$ cat config.mk
export PLATFORM = sky130hd
export DESIGN_NAME = flash_sample_streamer_flat
export DESIGN_NICKNAME = d
export VERILOG_FILES = /design/src/rtl/flash_stream_pkg.sv /design/src/rtl/flash_sample_streamer_if.sv /design/src/rtl/flash_word_addr_ctr.sv /design/src/rtl/flash_sample_streamer.sv /design/src/flat_wrapper.sv
export SDC_FILE = /design/constraint.sdc
export NUM_CORES = 1
export LEC_CHECK = 0
export ABC_AREA = 1
export CAP_MARGIN = 20
export CORE_ASPECT_RATIO = 1.75
export CORE_MARGIN = 2
export CORE_UTILIZATION = 54
export CTS_CLUSTER_DIAMETER = 30
export DETAILED_ROUTE_END_ITERATION = 16
export MAX_ROUTING_LAYER = met4
export PLACE_DENSITY = 0.77
export SLEW_MARGIN = 30
export SYNTH_ARGS = -nofsm -noshare
export SYNTH_HDL_FRONTEND = slang
export SYNTH_SLANG_ARGS = --single-unit
$ cat constraint.sdc
create_clock -name clk -period 3.2 [get_ports clk]
set_input_delay 0.96 -clock clk [delete_from_list [all_inputs] [get_ports clk]]
set_output_delay 0.96 -clock clk [all_outputs]
set_load 0.02 [all_outputs]
$ cat src/rtl/flash_stream_pkg.sv
// rtl/flash_stream_pkg.sv - shared state type and lane-width helper for the flash sample streamer
package flash_stream_pkg;

  typedef enum logic [2:0] {
    IDLE,
    FETCH,
    WAIT,
    READY,
    DONE
  } state_t;

  // Width of the lane index; a one-lane word still needs a 1-bit index.
  function automatic int lane_idx_w(input int data_w, input int sample_w);
    return (data_w / sample_w > 1) ? $clog2(data_w / sample_w) : 1;
  endfunction

endpackage

$ cat src/rtl/flash_sample_streamer_if.sv
// rtl/flash_sample_streamer_if.sv - Avalon-MM read bus between the streamer and the flash controller
interface flash_sample_streamer_if #(
  parameter int DATA_W = 32,
  parameter int ADDR_W = 23
);
  logic [ADDR_W-1:0]   flsh_address;
  logic                flsh_read;
  logic                flsh_waitrequest;
  logic [DATA_W-1:0]   flsh_readdata;
  logic                flsh_readdatavalid;
  logic [DATA_W/8-1:0] flsh_byteenable;

  modport master (
    output flsh_address, flsh_read, flsh_byteenable,
    input  flsh_waitrequest, flsh_readdata, flsh_readdatavalid
  );

  modport slave (
    input  flsh_address, flsh_read, flsh_byteenable,
    output flsh_waitrequest, flsh_readdata, flsh_readdatavalid
  );
endinterface

$ cat src/rtl/flash_word_addr_ctr.sv
// rtl/flash_word_addr_ctr.sv - word address counter with boundary loads, up/down step and wrap
module flash_word_addr_ctr #(
  parameter int                ADDR_W     = 23,
  parameter logic [ADDR_W-1:0] START_ADDR = '0,
  parameter logic [ADDR_W-1:0] END_ADDR   = {ADDR_W{1'b1}}
) (
  input  logic              clk,
  input  logic              rst,
  input  logic              load_start,
  input  logic              load_end,
  input  logic              step,
  input  logic              down,
  output logic [ADDR_W-1:0] addr,
  output logic              at_start,
  output logic              at_end,
  output logic              terminal
);

  assign at_start = (addr == START_ADDR);
  assign at_end   = (addr == END_ADDR);
  // Terminal means the next step in the requested direction would wrap.
  assign terminal = down ? at_start : at_end;

  always_ff @(posedge clk or posedge rst) begin
    if (rst) begin
      addr <= START_ADDR;
    end else if (load_start) begin
      addr <= START_ADDR;
    end else if (load_end) begin
      addr <= END_ADDR;
    end else if (step) begin
      if (down) begin
        addr <= at_start ? END_ADDR : addr - ADDR_W'(1);
      end else begin
        addr <= at_end ? START_ADDR : addr + ADDR_W'(1);
      end
    end
  end

endmodule

$ cat src/rtl/flash_sample_streamer.sv
// rtl/flash_sample_streamer.sv - fetches flash words and plays them out one sample lane per trigger
module flash_sample_streamer
  import flash_stream_pkg::*;
#(
  parameter int                DATA_W     = 32,
  parameter int                SAMPLE_W   = 16,
  parameter int                ADDR_W     = 23,
  parameter logic [ADDR_W-1:0] START_ADDR = '0,
  parameter logic [ADDR_W-1:0] END_ADDR   = {ADDR_W{1'b1}}
) (
  input  logic                 clk,
  input  logic                 rst,
  flash_sample_streamer_if.master flsh,
  input  logic                 startsamplenow,
  input  logic                 dir,
  input  logic                 loop_en,
  input  logic                 restart,
  output logic [SAMPLE_W-1:0]  audio_out,
  output logic                 audio_enable,
  output logic                 done,
  output logic                 underrun
);

  localparam int                N         = DATA_W / SAMPLE_W;
  localparam int                LANE_W    = lane_idx_w(DATA_W, SAMPLE_W);
  localparam logic [LANE_W-1:0] LAST_LANE = LANE_W'(N - 1);

  state_t              state, state_n;
  logic                dir_q;
  logic                discard;
  logic [DATA_W-1:0]   word;
  logic [LANE_W-1:0]   lane;
  logic [SAMPLE_W-1:0] lane_sample;
  logic [ADDR_W-1:0]   addr;
  logic                at_start, at_end, terminal, last_lane;
  logic                ctr_load_start, ctr_load_end, ctr_step;
  logic                latch_dir, latch_word, lane_step, emit;
  logic                set_underrun, clr_underrun, set_discard, clr_discard;

  // The counter only steps out of READY, where the freshly sampled dir applies.
  flash_word_addr_ctr #(
    .ADDR_W    (ADDR_W),
    .START_ADDR(START_ADDR),
    .END_ADDR  (END_ADDR)
  ) u_addr_ctr (
    .clk       (clk),
    .rst       (rst),
    .load_start(ctr_load_start),
    .load_end  (ctr_load_end),
    .step      (ctr_step),
    .down      (dir),
    .addr      (addr),
    .at_start  (at_start),
    .at_end    (at_end),
    .terminal  (terminal)
  );

  assign flsh.flsh_address    = addr;
  assign flsh.flsh_read       = (state == FETCH);
  assign flsh.flsh_byteenable = '1;
  assign done                 = (state == DONE);
  assign last_lane            = dir_q ? (lane == '0) : (lane == LAST_LANE);

  always_comb begin
    lane_sample = '0;
    for (int k = 0; k < N; k++) begin
      if (lane == LANE_W'(k)) lane_sample = word[k*SAMPLE_W +: SAMPLE_W];
    end
  end

  always_ff @(posedge clk or posedge rst) begin
    if (rst) state <= IDLE;
    else     state <= state_n;
  end

  always_comb begin
    state_n        = state;
    ctr_load_start = 1'b0;
    ctr_load_end   = 1'b0;
    ctr_step       = 1'b0;
    latch_dir      = 1'b0;
    latch_word     = 1'b0;
    lane_step      = 1'b0;
    emit           = 1'b0;
    set_underrun   = 1'b0;
    clr_underrun   = restart;
    set_discard    = 1'b0;
    clr_discard    = 1'b0;
    unique case (state)
      IDLE: begin
        set_underrun = startsamplenow && !restart;
        if (!restart) begin
          latch_dir      = 1'b1;
          ctr_load_start = !dir;
          ctr_load_end   = dir;
          state_n        = FETCH;
        end
      end
      FETCH: begin
        // A restart here must let the request finish; its data is dropped later.
        set_underrun = startsamplenow && !restart;
        set_discard  = restart;
        if (!flsh.flsh_waitrequest) state_n = WAIT;
      end
      WAIT: begin
        set_underrun = startsamplenow && !restart;
        set_discard  = restart;
        if (flsh.flsh_readdatavalid) begin
          if (discard || restart) begin
            clr_discard = 1'b1;
            state_n     = IDLE;
          end else begin
            latch_word = 1'b1;
            state_n    = READY;
          end
        end
      end
      READY: begin
        if (restart) begin
          state_n = IDLE;
        end else if (startsamplenow) begin
          emit = 1'b1;
          if (!last_lane) begin
            lane_step = 1'b1;
          end else if (terminal && !loop_en) begin
            state_n = DONE;
          end else begin
            ctr_step  = 1'b1;
            latch_dir = 1'b1;
            state_n   = FETCH;
          end
        end
      end
      DONE: begin
        if (restart) state_n = IDLE;
      end
      default: state_n = IDLE;
    endcase
  end

  always_ff @(posedge clk or posedge rst) begin
    if (rst) begin
      dir_q        <= 1'b0;
      discard      <= 1'b0;
      word         <= '0;
      lane         <= '0;
      audio_out    <= '0;
      audio_enable <= 1'b0;
      underrun     <= 1'b0;
    end else begin
      audio_enable <= emit;
      if (emit) audio_out <= lane_sample;
      if (latch_dir) dir_q <= dir;
      if (latch_word) begin
        word <= flsh.flsh_readdata;
        lane <= dir_q ? LAST_LANE : '0;
      end else if (lane_step) begin
        lane <= dir_q ? lane - LANE_W'(1) : lane + LANE_W'(1);
      end
      if (clr_underrun)      underrun <= 1'b0;
      else if (set_underrun) underrun <= 1'b1;
      if (clr_discard)       discard  <= 1'b0;
      else if (set_discard)  discard  <= 1'b1;
    end
  end

endmodule

$ cat src/flat_wrapper.sv
// flat-port wrapper written by rule: the top's interface ports become plain ports
module flash_sample_streamer_flat import flash_stream_pkg::*;
#(
  parameter int                DATA_W     = 32,
  parameter int                SAMPLE_W   = 16,
  parameter int                ADDR_W     = 23,
  parameter logic [ADDR_W-1:0] START_ADDR = '0,
  parameter logic [ADDR_W-1:0] END_ADDR   = {ADDR_W{1'b1}}
)
  (clk, rst, startsamplenow, dir, loop_en, restart, audio_out, audio_enable, done, underrun, flsh_flsh_address, flsh_flsh_read, flsh_flsh_byteenable, flsh_flsh_waitrequest, flsh_flsh_readdata, flsh_flsh_readdatavalid);
  flash_sample_streamer_if #(.DATA_W(DATA_W), .ADDR_W(ADDR_W)) flsh_i ();
  input  logic clk;
  input  logic rst;
  input  logic startsamplenow;
  input  logic dir;
  input  logic loop_en;
  input  logic restart;
  output logic [SAMPLE_W-1:0] audio_out;
  output logic audio_enable;
  output logic done;
  output logic underrun;
  output wire logic [$bits(flsh_i.flsh_address)-1:0] flsh_flsh_address;
  output wire logic [$bits(flsh_i.flsh_read)-1:0] flsh_flsh_read;
  output wire logic [$bits(flsh_i.flsh_byteenable)-1:0] flsh_flsh_byteenable;
  input wire logic [$bits(flsh_i.flsh_waitrequest)-1:0] flsh_flsh_waitrequest;
  input wire logic [$bits(flsh_i.flsh_readdata)-1:0] flsh_flsh_readdata;
  input wire logic [$bits(flsh_i.flsh_readdatavalid)-1:0] flsh_flsh_readdatavalid;
  assign flsh_flsh_address = flsh_i.flsh_address;
  assign flsh_flsh_read = flsh_i.flsh_read;
  assign flsh_flsh_byteenable = flsh_i.flsh_byteenable;
  assign flsh_i.flsh_waitrequest = flsh_flsh_waitrequest;
  assign flsh_i.flsh_readdata = flsh_flsh_readdata;
  assign flsh_i.flsh_readdatavalid = flsh_flsh_readdatavalid;
  flash_sample_streamer #(.DATA_W(DATA_W), .SAMPLE_W(SAMPLE_W), .ADDR_W(ADDR_W), .START_ADDR(START_ADDR), .END_ADDR(END_ADDR)) u_core (.clk(clk), .rst(rst), .flsh(flsh_i), .startsamplenow(startsamplenow), .dir(dir), .loop_en(loop_en), .restart(restart), .audio_out(audio_out), .audio_enable(audio_enable), .done(done), .underrun(underrun));
endmodule
Word level (Yosys, flattened, before mapping)
Index checks and enable logic that the tools add are counted.
Cells by class
  muxes and demuxes: 53
  $add $sub $neg: 4
  equal/unequal tests: 11
  bitwise operators: 1
  reductions and logical operators: 15
Operator list (count)
  $mux 23: 6
  $mux 1: 35
  $mux 3: 8
  $add 23x1->23 const B: 1
  $eq 23x23->1 const B: 1
  $logic_not 23->1: 1
  $sub 23x1->23 const B: 1
  $mux 16: 1
  $pmux 3 s5: 1
  $ne 2x2->1 const B: 4
  $eq 3x2->1 const B: 2
  $reduce_and 6->1: 1
  $reduce_bool 2->1: 3
  $eq 3x1->1 const B: 1
  $eq 3x3->1 const B: 1
  $logic_not 1->1: 3
  $logic_not 3->1: 1
  $ne 3x2->1 const B: 1
  $ne 3x3->1 const B: 1
  $reduce_bool 3->1: 1
  $reduce_or 3->1: 1
  $logic_and 1x1->1: 2
  $mux 2: 1
  $pmux 1 s2: 1
  5 further kinds: 5
Word-level totals
  output and inout port bits: 47
  logic and storage cells: 93
  bits in registers: 79

Longest topological paths before layout
Gate-level depths: netlist of run 1.
  depth in word-level cells: 11
  gate-level depth with buffers: 13
  depth with buffers taken out: 12

By module
From an unflattened synthesis of run 1, not the netlist that was laid out.
Unflattened totals
  cell total of the unflattened synthesis: 765
  area total of the unflattened synthesis: 5382.7 sq um
Modules (own cells, without submodules)
  flash_sample_streamer: seq. area each 1401.3 sq um, times used 1, cells an instance 304, area each 2696.3 sq um
  flash_word_addr_ctr: seq. area each 575.6 sq um, times used 1, cells an instance 461, area each 2686.3 sq um

Worst setup path after synthesis of run 1
Ideal clock, no wire load.
  path type: register to output
  from: reg u_core.state[1]
  to: out done
  arrival time: 0.985 ns
  stages on the path, launching flop included: 3
  path slack: 1.255 ns
  path buffers: 1
  required time: 2.240 ns
  cells stage by stage: dfrtp_1 -> buf_2 -> nor3_1
On the way
  word-level cells in the longest chain between the ends: 1
Ends and longest elaborated chain
  start, declared: RTL line flash_sample_streamer.sv:28  | state_t state, state_n;
  start signal, assigned: RTL line flash_sample_streamer.sv:73  | else state <= state_n;
  $eq 3x3->1: RTL line flash_sample_streamer.sv:61  | assign done = (state == DONE);
  end, declared: RTL line flat_wrapper.sv:20  | output logic done;
Every way passes these cells.

Worst setup path in the final report of run 1
  from: reg u_core.state[0]
  to: out flsh_flsh_read
On the way
  word-level cells in the longest chain between the ends: 1
Ends and longest elaborated chain
  $eq 3x1->1: RTL line flash_sample_streamer.sv:59  | assign flsh.flsh_read = (state == FETCH);
  end, declared: RTL line flat_wrapper.sv:23  | output wire logic [$bits(flsh_i.flsh_read)-1:0] flsh_flsh_read;
Every way passes these cells.

==> flow_summary.yaml, run 1 <==
timing:
  rsz0062_at_grt: "no"
  worstMarginPinSlew_ps: 669
  max_freq_mhz: 361
  tns_ps: 0
  finalClockSkew_ps: 7.32
  whs_ps: 475
  setup_viol: 0
  report.final.hold_viol_count: 0
  slew_violations: 0
  layout_min_cycle_time_ps: 2770
  slew_headroom_pct: 55.4
  fin_crit_sh_pct: 86.6
die:
  start_util_pct: 54.9
  die_y_um: 133
  core-area_mm2: 0.00935
  pin_count: 87
  die_area_mm2: 0.0103
  chipWidth_um: 77.7
  rows: 47
detailed_routing:
  wl_um: 17500
  drt_iter0_drc: 277
  wl_per_cell_um: 18.3
  first_pass_iters: 5
  vias_per_cell: 5.68
  post-route-drc-count: 0
  via_count: 5421
  ant_nets: 0
min_path:
  worstHoldStart: "u_core.audio_out[12]"
  hold_class: "reg -> reg"
  holdPathStages: 2
  hold_end: "u_core.audio_out[12]"
status:
  status: "completed"
worst_setup_path:
  cp.required_ps: 2240
  crit_type: "reg -> out"
  timing.rr.end: "u_core.u_addr_ctr.addr[4]"
  r2r_start: "u_core.u_addr_ctr.addr[13]"
  reg2reg_depth: 10
  slowest_stage: "clkdlybuf4s50_1"
  ff2ff_setup_slack_ps: 740
  cp_max_fo: 7
  worstPathCellList: "inv_1 > nor2_1 > nand2_1 > inv_1 > clkdlybuf4s50_1"
  cpPeakStageDelay_ps: 630
  arrival_ps: 1810
  startpoint_type: "flop"
  crit_path_end_kind: "output pin"
  crit_top_cell: "inv_1"
synthesis:
  synthMuxAreaShare_pct: 0
  synthCells: 761
  synth_top_family_by_area: "simple AND/OR/NAND/NOR gates"
  yosys.area_share.simple_pct: 41.7
  synth_xor_area_share_pct: 2.56
  netlist_area_mm2: 0.00513
  ys_seq_elements: 79
  yosys.area_share.adder_pct: 0.732
  seq_area_frac_synth_pct: 38.5
  yosysWarnings: 0
  syn_area_per_cell_um2: 6.74
  synth.distinct_cells: 31
  synth_compound_area_share_pct: 6.86
power:
  p_int_mw: 3.22
  irDropWorstVdd_mv: 0.501
  p_seq_share_pct: 32.6
  power_leakage_nw: 3.09
  clkPwrFrac_pct: 16.8
  p_per_area_mw_per_mm2: 982
  netSwitchingPower_mw: 2.94
  netSwitchingFraction_pct: 47.7
  combinationalPowerShare_pct: 50.6
cts:
  cts_tree: "yes"
  cts_max_path_buffers: 2
  clk_latency_ps: 340
  cts.sinks: 79
  htreeDepth: 3
  cts_hold_buffers: 0
  root_buffer: "clkbuf_16"
  cts.repair.resized: 0
  cts_inserted_buffers: 9
  path_clk_slew_ps: 60
  cts_setup_buffers: 0
global_route:
  grtUsageTotal_pct: 36.2
  grt_pass1_wl_um: 28100
  grt_max_degree: 50
  antenna_found_initial: 0
  grt_pass1_vias: 5528
  overflow: 0
finish:
  design_area_mm2: 0.00627
  syn_to_final_growth_pct: 22.2
  antenna_cells: 0
  layout-drive-gt1-share_pct: 6.97
  nNetsFinal: 870
  nFillCells: 818
placement:
  port_buffers: 82
  dp_hpwl_um: 12700
  gp_congestion: 1.05
  place_area_mm2: 0.00597
run:
  drv_cap: 0
## area by class of cell
class                      count  area (µm²)  area share [%]
timing repair buffer          95         931            14.9
inverter                      62         234            3.73
tap                          122         153            2.44
multi-input combinational    580        2670            42.7
clock inverter                 5        57.6           0.918
sequential                    79        1980            31.5
clock buffer                  11         243            3.87
## worst max-delay path, delay by kind of cell, from the launching register on
kind,cells,cell delay (ps)
buffers and inverters,3,860
flip-flops,1,480
AND/OR/NAND/NOR,2,140
## placed cells by master, fill, tap and decap left out, types with 2 or more instances in the layout
| master | count |
|---|---|
| clkbuf_16 | 9 |
| nand3b_1 | 2 |
| inv_2 | 2 |
| inv_1 | 59 |
| o21ai_0 | 54 |
| nand4_1 | 15 |
| nand3_1 | 81 |
| nand2_4 | 3 |
| xor2_1 | 10 |
| nor3_1 | 4 |
| nand2_2 | 7 |
| clkinv_2 | 3 |
| clkdlybuf4s50_1 | 82 |
| nor2_8 | 2 |
| nor2_1 | 70 |
| nor2_4 | 4 |
| clkinv_4 | 2 |
| nor3_2 | 3 |
| xnor2_1 | 5 |
| a21oi_1 | 13 |
| conb_1 | 4 |
| nor2_2 | 4 |
| dfrtp_1 | 79 |
| ha_1 | 3 |
| nand2_1 | 290 |
| buf_4 | 12 |
## logic make-up (layout without fill, tap and decap cells)
family | Yosys count | in the layout
AOI/OAI and AO/OA | 69 | 69
xor gates and xnor gates | 15 | 15
DFF | 79 | 79
and+or+nand+nor | 489 | 489
adders and majority gates | 3 | 3
other | 1 | 4
buffers and inverters | 105 | 173
## worst max path at each step
stage / startpoint / endpoint
2_1_floorplan: rst / u_core.audio_enable
3_3_place_gp: dir / u_core.u_addr_ctr.addr[10]
3_5_place_dp: dir / u_core.u_addr_ctr.addr[10]
4_1_cts: u_core.state[0] / flsh_flsh_read
5_1_grt: u_core.state[0] / flsh_flsh_read
6_report: u_core.state[0] / flsh_flsh_read
## per-layer routing
metal / routed length [µm] / part of all wire, % / vias to the layer above / global-route usage [%]
met5: 0 / 0 / - / -
met4: 1180 / 6.8 / 0 / 22.5
met2: 9270 / 53 / 257 / 64.6
met3: 885 / 5.1 / 81 / 5.32
met1: 6150 / 35 / 2563 / 36.0
li1: - / - / 2520 / -
## cells in the mapped netlist
cell | n | area (µm²)
inv_2 | 2 | 7.51
nor3_2 | 3 | 30.0
dfrtp_1 | 79 | 1980
nand4_1 | 15 | 93.8
conb_1 | 1 | 3.75
nand2_2 | 7 | 43.8
nor2_2 | 4 | 25.0
nor2_1 | 70 | 263
buf_2 | 10 | 50.1
xor2_1 | 10 | 87.6
o31ai_1 | 1 | 7.51
nand3_1 | 81 | 405
buf_4 | 14 | 105
nand4_2 | 1 | 12.5
nand2_1 | 290 | 1090
a21oi_1 | 13 | 65.1
a31o_2 | 1 | 8.76
buf_6 | 4 | 45.0
clkbuf_1 | 15 | 56.3
ha_1 | 3 | 37.5
or2_2 | 1 | 6.26
nand3_2 | 1 | 10.0
xnor2_1 | 5 | 43.8
nor3_1 | 4 | 20.0
o21ai_0 | 54 | 270
nand2_4 | 3 | 33.8
inv_1 | 60 | 225
nor2_4 | 4 | 45.0
nor2_8 | 2 | 40.0
nand3b_1 | 2 | 15.0
nor4_1 | 1 | 6.26
## flip-flops by register name, summed over array words and instances, names as in the netlist
| register | cells |
|---|---|
| u_core.word | 32 |
| u_core.u_addr_ctr.addr | 23 |
| u_core.audio_out | 16 |
| u_core.state | 3 |
| u_core.audio_enable | 1 |
| u_core.dir_q | 1 |
| u_core.discard | 1 |
| u_core.lane | 1 |
| u_core.underrun | 1 |
## per-stage QoR
stage	std cells	utilization (%)	total power [mW]	worst slack, ps
floorplan	764	-	3.92	217
global placement	938	63.8	4.96	424
CTS	954	67.0	6.12	438
global route	954	67.0	6.58	263
finish	954	67.0	6.15	430
detailed placement	938	63.8	5.03	399
## power groups by stage
stage | logic, mW | registers, mW | clock network [mW]
after CTS | 3.09 | 1.99 | 1.04
after floorplan | 1.99 | 1.92 | 0
after global placement | 2.97 | 1.99 | 0
final | 3.11 | 2.01 | 1.03
after global routing | 3.46 | 2.05 | 1.07
after detailed placement | 3.03 | 2.00 | 0
Power figures use the tool's default switching activity.
==> run 2: changes to the inputs <==
- CORE_UTILIZATION: 54 -> 35
- PLACE_DENSITY: 0.77 -> 0.53
==> flow_summary.yaml, run 2 (synthesized netlist as in run 1, its figures left out) <==
cts:
  cts_inserted_buffers: 9
  root_buffer: "clkbuf_16"
  cts_tree: "yes"
  cts_hold_buffers: 0
  cts.sinks: 79
  clk_latency_ps: 340
  cts_setup_buffers: 0
  cts_max_path_buffers: 2
  path_clk_slew_ps: 70
  htreeDepth: 3
  cts.repair.resized: 0
timing:
  worstMarginPinSlew_ps: 835
  tns_ps: 0
  layout_min_cycle_time_ps: 2720
  report.final.hold_viol_count: 0
  max_freq_mhz: 367
  finalClockSkew_ps: 7.24
  rsz0062_at_grt: "no"
  slew_headroom_pct: 44.1
  fin_crit_sh_pct: 85.1
  setup_viol: 0
  slew_violations: 0
run:
  drv_cap: 0
global_route:
  met3_usage_pct: 2.84
  grtUsageTotal_pct: 23.0
  grt_pass1_vias: 4975
  grt_max_degree: 68
  busiest_layer: "met2"
  antenna_found_initial: 0
  grt_pass1_wl_um: 26300
  grtUsageMet1_pct: 24.3
  overflow: 0
  grtUsageMet2_pct: 40.3
detailed_routing:
  ant_nets: 0
  first_pass_iters: 5
  post-route-drc-count: 0
  via_count: 5129
  drt_iter0_drc: 206
  wl_um: 17000
  wl_per_cell_um: 16.8
  vias_per_cell: 5.06
finish:
  top_regs: "u_core.word x32, u_core.u_addr_ctr.addr x23, u_core.audio_out x16"
  largest_reg_flops: 32
  layout_common_cells: "290 x nand2_1, 82 x clkdlybuf4s50_1, 81 x nand3_1, 79 x dfrtp_1, 70 x nor2_1"
  final_common_cell: "nand2_1"
  largest_register: "u_core.word"
  nNetsFinal: 872
  design_area_mm2: 0.00636
  antenna_cells: 0
  nFillCells: 1538
  syn_to_final_growth_pct: 24.1
  layout-drive-gt1-share_pct: 7.20
power:
  irDropWorstVdd_mv: 0.378
  power_leakage_nw: 3.09
  p_per_area_mw_per_mm2: 950
worst_setup_path:
  startpoint_type: "flop"
  crit_path_end_kind: "output pin"
  worstPathCellList: "inv_1 > nor2_1 > nand2_1 > inv_1 > clkdlybuf4s50_1"
  arrival_ps: 1760
  crit_top_cell: "inv_1"
  cp_max_fo: 7
  worstPathBufferInverterCount: 3
  slowest_stage: "clkdlybuf4s50_1"
  path_delay_family: "buffers and inverters"
  cp.required_ps: 2240
  cpPeakStageDelay_ps: 620
  crit_type: "reg -> out"
placement:
  gp_congestion: 0.963
  dp_hpwl_um: 13000
  place_area_mm2: 0.00607
  port_buffers: 82
die:
  die_area_mm2: 0.0157
  chipWidth_um: 95.5
  start_util_pct: 35.7
  die_y_um: 164
  core-area_mm2: 0.0144
  rows: 58
  pin_count: 87
status:
  status: "completed"
min_path:
  hold_class: "reg -> reg"
## run 2: final cells by class
class / instances / area, µm² / share of cell area [%]
Tap cell: 180 / 225 / 3.54
Clock buffer: 9 / 225 / 3.54
Multi-Input combinational cell: 580 / 2670 / 42.0
Clock inverter: 6 / 70.1 / 1.10
Sequential cell: 79 / 1980 / 31.1
Timing Repair Buffer: 97 / 958 / 15.1
Inverter: 62 / 234 / 3.68
## run 2: per-layer routing
layer / vias up / part of all wire [%]
li1: 2531 / -
met1: 2375 / 37
met2: 167 / 53
met3: 56 / 4.7
met4: 0 / 5.4
met5: - / 0
## run 2: power breakdown
part | leakage [nW] | internal (mW) | switching (mW)
combinational | 1.95 | 1.16 | 1.89
sequential | 1.00 | 1.43 | 0.518
clock | 0.135 | 0.606 | 0.441
total | 3.09 | 3.20 | 2.85
## run 2: final timing paths
kind	from	to	slack, ps	depth (start not counted)
hold / removal	u_core.audio_out[8]	u_core.audio_out[8]	470	2
hold reg to reg	u_core.audio_out[8]	u_core.audio_out[8]	470	2
setup / recovery	u_core.state[0]	flsh_flsh_read	480	5
setup reg to reg	u_core.u_addr_ctr.addr[0]	u_core.u_addr_ctr.addr[18]	800	11
max in group asynchronous	rst	u_core.audio_out[10]	1680	3
min in group asynchronous	rst	u_core.word[1]	860	2
## run 2: metrics by stage
step	util, %	hold slack, ps	power, mW	cells	setup slack, ps
global placement	42.2	456	4.99	998	325
CTS	44.3	474	6.09	1013	454
detailed placement	42.2	458	5.02	998	324
floorplan	-	444	3.92	764	217
global route	44.3	497	6.53	1013	347
finish	44.3	470	6.05	1013	477
## run 2: worst reg2reg max path, cell delays in order, from the launching register on
cell and delay [ps]:
dfrtp_1 460, inv_1 180, ha_1 250, inv_1 70, nor2_1 650, nand3_1 150, nand2_1 100, nand3_1 70
nand2_1 70, nand3_1 140, nand2_1 110, nand2_1 40
